$ cat src/rtl/brick_row_fetcher.sv
// Fetches one 16-pixel tile row from a 1-cycle-latency ROM into a line buffer, optionally mirrored.
// Optional macro BRICK_TRANSPARENCY_EN: store a per-column colour-key flag and blank keyed pixels.
module brick_row_fetcher #(
  parameter int          TILE_W          = 16,
  parameter logic [23:0] TRANSPARENT_KEY = 24'hFF00FF
) (
  input  logic        Clk,
  input  logic        Reset,
  input  logic        start,
  input  logic [3:0]  row,
  input  logic        flip,
  output logic [7:0]  rom_addr,
  input  logic [23:0] rom_data,
  input  logic [3:0]  rd_col,
  output logic [23:0] rd_pixel,
  output logic        rd_transparent,
  output logic        busy,
  output logic        done,
  output logic        row_valid,
  output logic [1:0]  dbg_state
);

  // Handshake: start is a level request sampled only in IDLE; done is a one-cycle
  // pulse after the last buffer write, and row_valid then holds until the next accept.
  typedef enum logic [1:0] {IDLE = 2'd0, FETCH = 2'd1, DRAIN = 2'd2} state_t;

  localparam logic [3:0] LAST_COL = 4'(TILE_W - 1);

  state_t      state, state_next;
  logic [3:0]  col, col_inc, row_q;
  logic        flip_q;
  logic        accept, issue, last_wr;
  logic        p0_valid, p1_valid;
  logic [3:0]  p0_col, p1_col, wr_idx;
  logic [23:0] pix_mem [TILE_W];

  assign col_inc   = col + 4'd1;
  assign dbg_state = state;

  always_comb begin
    state_next = state;
    accept     = 1'b0;
    issue      = 1'b0;
    last_wr    = 1'b0;
    case (state)
      IDLE: begin
        if (start) begin
          accept     = 1'b1;
          state_next = FETCH;
        end
      end
      FETCH: begin
        issue = 1'b1;
        if (col_inc == LAST_COL) state_next = DRAIN;
      end
      DRAIN: begin
        // Last write happens once only the final column remains in the pipeline.
        if (p1_valid && !p0_valid) begin
          last_wr    = 1'b1;
          state_next = IDLE;
        end
      end
      default: state_next = IDLE;
    endcase
  end

  always_ff @(posedge Clk or posedge Reset) begin
    if (Reset) begin
      state     <= IDLE;
      col       <= 4'h0;
      row_q     <= 4'h0;
      flip_q    <= 1'b0;
      rom_addr  <= 8'h00;
      p0_valid  <= 1'b0;
      p0_col    <= 4'h0;
      p1_valid  <= 1'b0;
      p1_col    <= 4'h0;
      busy      <= 1'b0;
      done      <= 1'b0;
      row_valid <= 1'b0;
    end else begin
      state    <= state_next;
      done     <= last_wr;
      p0_valid <= accept | issue;
      p1_valid <= p0_valid;
      p1_col   <= p0_col;
      if (accept) begin
        row_q     <= row;
        flip_q    <= flip;
        col       <= 4'h0;
        rom_addr  <= {row, 4'h0};
        p0_col    <= 4'h0;
        busy      <= 1'b1;
        row_valid <= 1'b0;
      end else if (issue) begin
        col      <= col_inc;
        rom_addr <= {row_q, col_inc};
        p0_col   <= col_inc;
      end
      if (last_wr) begin
        busy      <= 1'b0;
        row_valid <= 1'b1;
      end
    end
  end

  // ROM is always read in ascending order; mirroring happens on the write side.
  assign wr_idx = flip_q ? (LAST_COL - p1_col) : p1_col;

`ifdef BRICK_TRANSPARENCY_EN
  logic tr_mem [TILE_W];

  always_ff @(posedge Clk or posedge Reset) begin
    if (Reset) begin
      for (int i = 0; i < TILE_W; i++) begin
        pix_mem[i] <= 24'h0;
        tr_mem[i]  <= 1'b0;
      end
    end else if (p1_valid) begin
      if (rom_data == TRANSPARENT_KEY) begin
        pix_mem[wr_idx] <= 24'h0;
        tr_mem[wr_idx]  <= 1'b1;
      end else begin
        pix_mem[wr_idx] <= rom_data;
        tr_mem[wr_idx]  <= 1'b0;
      end
    end
  end

  assign rd_transparent = tr_mem[rd_col];
`else
  // The colour key only matters when transparency storage is built in.
  logic unused_key_hit;
  assign unused_key_hit = (rom_data == TRANSPARENT_KEY);

  always_ff @(posedge Clk or posedge Reset) begin
    if (Reset) begin
      for (int i = 0; i < TILE_W; i++) pix_mem[i] <= 24'h0;
    end else if (p1_valid) begin
      pix_mem[wr_idx] <= rom_data;
    end
  end

  assign rd_transparent = 1'b0;
`endif

  assign rd_pixel = pix_mem[rd_col];

endmodule

$ cat config.mk
export PLATFORM = sky130hd
export DESIGN_NAME = brick_row_fetcher
export DESIGN_NICKNAME = d
export VERILOG_FILES = /design/src/rtl/brick_row_fetcher.sv
export SDC_FILE = /design/constraint.sdc
export NUM_CORES = 1
export LEC_CHECK = 0
export BUFFER_PORTS_ARGS = -buffer_cell sky130_fd_sc_hd__buf_2
export CAP_MARGIN = 40
export CELL_PAD_IN_SITES_DETAIL_PLACEMENT = 0
export CELL_PAD_IN_SITES_GLOBAL_PLACEMENT = 1
export CORE_UTILIZATION = 25
export DETAILED_ROUTE_END_ITERATION = 6
export PLACE_DENSITY_LB_ADDON = 0.1
export SYNTH_ARGS = -nofsm -noshare
export SYNTH_HDL_FRONTEND = slang
export SYNTH_SLANG_ARGS = --single-unit
$ cat constraint.sdc
create_clock -name Clk -period 17.2 [get_ports Clk]
set_clock_uncertainty 0.05 [all_clocks]
set_input_delay 1.72 -clock Clk [delete_from_list [all_inputs] [get_ports Clk]]
set_output_delay 1.72 -clock Clk [all_outputs]
set_load 0.01 [all_outputs]
==> impl_metrics.env, run 1 <==
export IMPL_worst_path_largest_cell_delay_ns=0.59
export IMPL_worstPathRequired_ns=15.43
export IMPL_syn_inst=1150
export IMPL_pin_count=74
export IMPL_drc_errors=0
export IMPL_io_buffers=72
export IMPL_sw_frac_of_total_pct=28.8
export IMPL_p_leak_nw=9.45
export IMPL_seq_power_share_pct=41.1
export IMPL_crit_type="input port to output pin"
export IMPL_dp_hpwl_um=30800
export IMPL_ys_seq_area_share_pct=54.0
export IMPL_synth_edf_count=0
export IMPL_grt_max_degree=94
export IMPL_overflow=0
export IMPL_die_y_um=277
export IMPL_max_clock_freq_mhz=164
export IMPL_syn_area_um2=18900
export IMPL_hold_buffers=0
export IMPL_critPathLaunchType="input port"
export IMPL_numCtsBuffers=50
export IMPL_cts_sinks=408
export IMPL_switchingPower_mw=1.21
export IMPL_ys_seq_elements=408
export IMPL_wirelength_um=55900
export IMPL_synthToLayoutAreaGrowth_pct=16.3
export IMPL_grt_antenna_before_repair=7
export IMPL_fin_nets=1249
export IMPL_cts_htree_levels=2
export IMPL_crit_chain="buf_6 > buf_4 > buf_4 > mux4_2 > a22oi_1 > nand2_1 > buf_2"
export IMPL_setup_tns_ns=0
export IMPL_hold_class="register to register"
export IMPL_ys_flop_type="dfrtp_1"
export IMPL_outcome="finished clean"
export IMPL_synth_area_leaders="dfrtp_1, mux2_2, mux4_2"
export IMPL_drv_slew=0
export IMPL_synth_fa_ha_area_share_pct=0.132
export IMPL_worst_path_max_delay_cell="buf_4"
export IMPL_synth_simple_gate_area_share_pct=2.14
export IMPL_insertion_delay_ns=0.58
export IMPL_worstPathArrival_ns=4.34
export IMPL_grt_pass1_wl_um=82300
export IMPL_power_density_nw_per_um2=191
export IMPL_synth_top_cell_area_share_pct=54.0
export IMPL_dr_total_vias=10200
export IMPL_use_met2_pct=23.3
export IMPL_synth_compound_area_share_pct=2.87
export IMPL_muxShareOfSynthArea_pct=37.3
export IMPL_track_usage_pct=14.7
export IMPL_fp_dieW_um=277
export IMPL_worstMarginPinSlew_ns=0.839
export IMPL_yosys_warnings=0
export IMPL_wl_per_cell_um=25.2
export IMPL_ys_types=38
export IMPL_yosys_area_top_type="dfrtp_1"
export IMPL_dp_cells=2128
export IMPL_hold_viol=0
export IMPL_postCtsSetupRepairBufs=0
export IMPL_synth_top_family_by_area="multiplexers"
export IMPL_async_flop_share_pct=100
export IMPL_fin_crit_sh_pct=35.5
export IMPL_die_area_um2=76700
export IMPL_setup_viol=0
export IMPL_cts_tree="built"
export IMPL_crit_top_cell="buf_4"
export IMPL_grt_busiest_layer="met2"
export IMPL_grt_pass1_vias=11200
export IMPL_rsz0062_at_grt="no"
export IMPL_drive_gt1_share_pct=55.8
export IMPL_viasPerCell=4.60
export IMPL_p_int_mw=2.99
export IMPL_drtIter0Drc=497
export IMPL_fin_crit_ns=6.11
export IMPL_clock_path_buffers=3
export IMPL_root_buffer="clkbuf_16"
export IMPL_grtUsageMet1_pct=21.0
export IMPL_fin_cells=2222
export IMPL_rows=100
export IMPL_gp_congestion=0.673
export IMPL_drt_pass1_iter_count=4
export IMPL_crit_path_max_fanout=43
export IMPL_core_area_um2=74700
export IMPL_drtAntennaViolNets=0
export IMPL_combPwrFrac_pct=32.1
export IMPL_syn_area_per_cell_um2=16.4
export IMPL_maxCapViolations=0
export IMPL_clkTransAtPathRegs_ns=0.05
export IMPL_cts_resized_gates=0
export IMPL_slew_headroom_pct=43.8
export IMPL_end_kind="output pin"
export IMPL_gr_usage_met3_pct=2.37
export IMPL_start_util_pct=25.3
export IMPL_synth_xor_area_share_pct=0.0463
export IMPL_peakVddDrop_mv=0.0717
export IMPL_syn_num_nets=1188
export IMPL_clkPwrFrac_pct=26.8
export IMPL_nFillCells=7294
==> sequential cells by signal, summed over array words and instances, names as in the netlist <==
| name | flops |
|---|---|
| done | 1 |
| busy | 1 |
| dbg_state | 2 |
| row_q | 4 |
| row_valid | 1 |
| p1_col | 4 |
| p1_valid | 1 |
| pix_mem | 384 |
| p0_valid | 1 |
| rom_addr | 8 |
| flip_q | 1 |
==> final timing paths <==
path                       slack [ns]  depth (start not counted)                       end               start
max                             11.09                          7              rd_pixel[14]           rd_col[1]
min                              0.31                          0        p1_valid$_DFF_PP0_  p0_valid$_DFF_PP0_
max reg2reg                     14.70                          3   pix_mem[71]$_DFFE_PP0P_  p1_valid$_DFF_PP0_
min reg2reg                      0.31                          0        p1_valid$_DFF_PP0_  p0_valid$_DFF_PP0_
max in group asynchronous       14.03                          5  pix_mem[180]$_DFFE_PP0P_               Reset
min in group asynchronous        1.17                          2  pix_mem[340]$_DFFE_PP0P_               Reset
==> worst max-delay path: cells and delay by family <==
family | cells | cell delay (ns)
AO/OA/AOI/OAI | 1 | 0.19
multiplexers | 1 | 0.57
AND/OR/NAND/NOR | 1 | 0.12
buffers and inverters | 4 | 1.70
==> final cells by class <==
type	instances	area, um^2	area share, %
diodes	2	5.00	0.0228
clock buffers	73	1510	6.87
clock inverters	19	249	1.13
inverters	4	22.5	0.102
multi-input cells	642	8070	36.7
flip-flops and latches	408	10200	46.4
well taps	969	1210	5.51
repair buffers	105	713	3.24
==> metal layers <==
metal	wire [um]	up-vias	part of all wire, %
li1	-	4415	-
met1	27100	5589	48
met2	26000	153	46
met3	1800	68	3.2
met4	1050	4	1.9
met5	26	-	0.046
==> cell usage after synthesis (4+ instances only) <==
library cell  count
buf_6            29
mux2_2          259
nand2_1          30
dfrtp_1         408
buf_4             4
mux4_2           96
nor2_1            5
mux2_1            8
nand2_2          15
buf_2            21
mux2_4          126
inv_1             4
nand2b_1          6
a22oi_1          48
nor2b_1           4
o21ai_0           5
clkbuf_1         38
o22ai_1          14
==> cell usage in the layout, fill, tap and decap left out, types with 2 or more instances in the layout <==
cell and count:
a22oi_1 48, nor2_1 4, dfrtp_1 408, mux2_4 126
clkbuf_8 11, clkinv_2 12, inv_1 3, o22ai_2 3
clkbuf_1 9, nor2b_4 2, nand2b_1 6, diode_2 2
nor2b_1 2, nand2_2 16, nand2_1 29, buf_2 70
nand3b_1 3, bufinv_16 6, ha_1 2, buf_6 2
o22ai_1 14, clkbuf_16 53, mux4_2 96, buf_16 4
nand3_1 2, buf_4 28, o21ai_0 5, mux2_2 259
or3b_4 3, mux2_1 8
==> power by group through the flow <==
stage	Clock (mW)	Combinational [mW]	Sequential (mW)
final	1.13	1.35	1.73
after global routing	1.20	1.45	1.79
after CTS	1.17	1.38	1.72
after detailed placement	0	1.38	1.73
after global placement	0	1.34	1.74
after floorplan	0	1.11	1.64
==> stage by stage <==
stage / total power, mW / setup WS, ns / hold WS, ns / area (um^2) / utilization (%)
2_1_floorplan: 2.75 / 4.08 / 0.296 / 18900 / -
3_3_place_gp: 3.09 / 10.93 / 0.299 / 20100 / 26.9
3_5_place_dp: 3.11 / 10.99 / 0.303 / 20200 / 27.1
4_1_cts: 4.27 / 10.98 / 0.315 / 22000 / 29.4
5_1_grt: 4.44 / 10.90 / 0.335 / 22000 / 29.4
6_report: 4.20 / 11.09 / 0.313 / 22000 / 29.4
==> cells by family after synthesis <==
logic type	count (synthesis)
AOI/OAI and AO/OA	74
adders and majority gates	2
other	1
muxes	489
xor gates and xnor gates	1
DFF	408
buffers and inverters	100
and+or+nand+nor	75
Note: power is estimated with default switching activity, not from simulation.
==> run 2, diff against run 1 <==
clock period = 5 ns   (was 17.2 ns; I/O delays follow)
==> impl_metrics.env, run 2 (synthesis results as in run 1) <==
export IMPL_worstMarginPinSlew_ns=0.907
export IMPL_fin_crit_ns=3.11
export IMPL_layout_commonest_cell="dfrtp_1"
export IMPL_place_area_um2=20300
export IMPL_setup_slack_ns=1.89
export IMPL_largest_reg_flops=384
export IMPL_drtAntennaViolNets=0
export IMPL_cts_tree="built"
export IMPL_fin_crit_sh_pct=62.2
export IMPL_cts_htree_levels=2
export IMPL_slew_headroom_pct=39.5
export IMPL_p_leak_nw=9.42
export IMPL_drive_gt1_share_pct=55.3
export IMPL_track_usage_pct=14.9
export IMPL_setup_viol=0
export IMPL_fin_cells=2223
export IMPL_clock_path_buffers=3
export IMPL_regMostFlops="pix_mem"
export IMPL_insertion_delay_ns=0.59
export IMPL_max_clock_freq_mhz=322
export IMPL_overflow=0
export IMPL_io_buffers=72
export IMPL_clkTransAtPathRegs_ns=0.06
export IMPL_hold_viol=0
export IMPL_die_area_um2=76700
export IMPL_nFillCells=7380
export IMPL_dr_total_vias=10300
export IMPL_fp_dieW_um=277
export IMPL_viasPerCell=4.61
export IMPL_rows=100
export IMPL_end_kind="output pin"
export IMPL_numCtsBuffers=51
export IMPL_peakVddDrop_mv=0.222
export IMPL_power_density_nw_per_um2=649
export IMPL_grt_pass1_wl_um=83500
export IMPL_cts_sinks=408
export IMPL_dp_cells=2130
export IMPL_grt_pass1_vias=11400
export IMPL_worstPathArrival_ns=2.56
export IMPL_finalInstanceArea_um2=22000
export IMPL_grt_antenna_before_repair=4
export IMPL_diodes=0
export IMPL_hold_class="input port to register"
export IMPL_maxCapViolations=0
export IMPL_crit_path_max_fanout=44
export IMPL_critPathLaunchType="input port"
export IMPL_drc_errors=0
export IMPL_root_buffer="clkbuf_16"
export IMPL_cts_resized_gates=0
export IMPL_drv_slew=0
export IMPL_grt_max_degree=148
export IMPL_pin_count=74
export IMPL_synthToLayoutAreaGrowth_pct=16.2
export IMPL_finalPower_mw=14.3
export IMPL_outcome="finished clean"
export IMPL_worstPathRequired_ns=4.45
export IMPL_die_y_um=277
export IMPL_rsz0062_at_grt="no"
export IMPL_dp_hpwl_um=31400
export IMPL_fin_nets=1253
export IMPL_wirelength_um=55700
export IMPL_gp_congestion=0.687
export IMPL_wl_per_cell_um=25.1
export IMPL_drt_pass1_iter_count=4
export IMPL_core_area_um2=74700
export IMPL_largest_registers="pix_mem (384), rom_addr (8)"
export IMPL_start_util_pct=25.3
export IMPL_layout_common_cells="dfrtp_1, mux2_2, mux2_4"
export IMPL_post_place_ws_ns=1.86
export IMPL_drtIter0Drc=564
export IMPL_setup_tns_ns=0
export IMPL_crit_type="input port to output pin"
export IMPL_hold_buffers=1
export IMPL_postCtsSetupRepairBufs=0
run 2: worst max-delay path, stage by stage:
cell and delay, ns:
buf_6 0.14, buf_16 0.33, buf_4 0.39, mux4_2 0.55
a22oi_1 0.20, nand2_1 0.17, buf_2 0.18
run 2: stage by stage:
step,hold slack (ns),utilization (%)
6_report,0.106,29.4
5_1_grt,0.0838,29.4
4_1_cts,0.0573,29.4
3_5_place_dp,0.309,27.2
3_3_place_gp,0.305,27.0
2_1_floorplan,0.296,-
run 2: routing by layer:
layer  up-vias  routed length (um)  GRT usage (%)
met4         4                 945           3.53
met3        67                2130           2.49
met5         -                  31              0
li1       4427                   -              -
met2       147               26600           24.1
met1      5605               26000           20.6
run 2: layout make-up:
cell class / count / area [um^2] / area share [%]
sequential: 408 / 10200 / 46.5
multi-input combinational: 642 / 8070 / 36.7
clock buffer: 84 / 1590 / 7.25
tap: 969 / 1210 / 5.52
timing repair buffer: 108 / 790 / 3.59
clock inverter: 8 / 71.3 / 0.325
inverter: 4 / 18.8 / 0.0854
run 2: report_power, final:
| part | switching [mW] | internal [mW] | leakage (nW) |
|---|---|---|---|
| clock network | 1.44 | 2.21 | 0.818 |
| registers | 0.916 | 5.01 | 4.76 |
| logic | 1.77 | 2.90 | 3.84 |
run 2: worst paths after layout:
kind,from,end,slack (ns),cells after the start
hold reg to reg,p0_valid$_DFF_PP0_,p1_valid$_DFF_PP0_,0.32,0
hold / removal,flip,flip_q$_DFFE_PP0P_,0.11,2
max in group asynchronous,Reset,pix_mem[207]$_DFFE_PP0P_,3.28,4
setup reg to reg,p1_col[2]$_DFF_PP0_,pix_mem[87]$_DFFE_PP0P_,2.41,5
setup / recovery,rd_col[0],rd_pixel[23],1.89,7
min in group asynchronous,Reset,pix_mem[270]$_DFFE_PP0P_,0.43,3
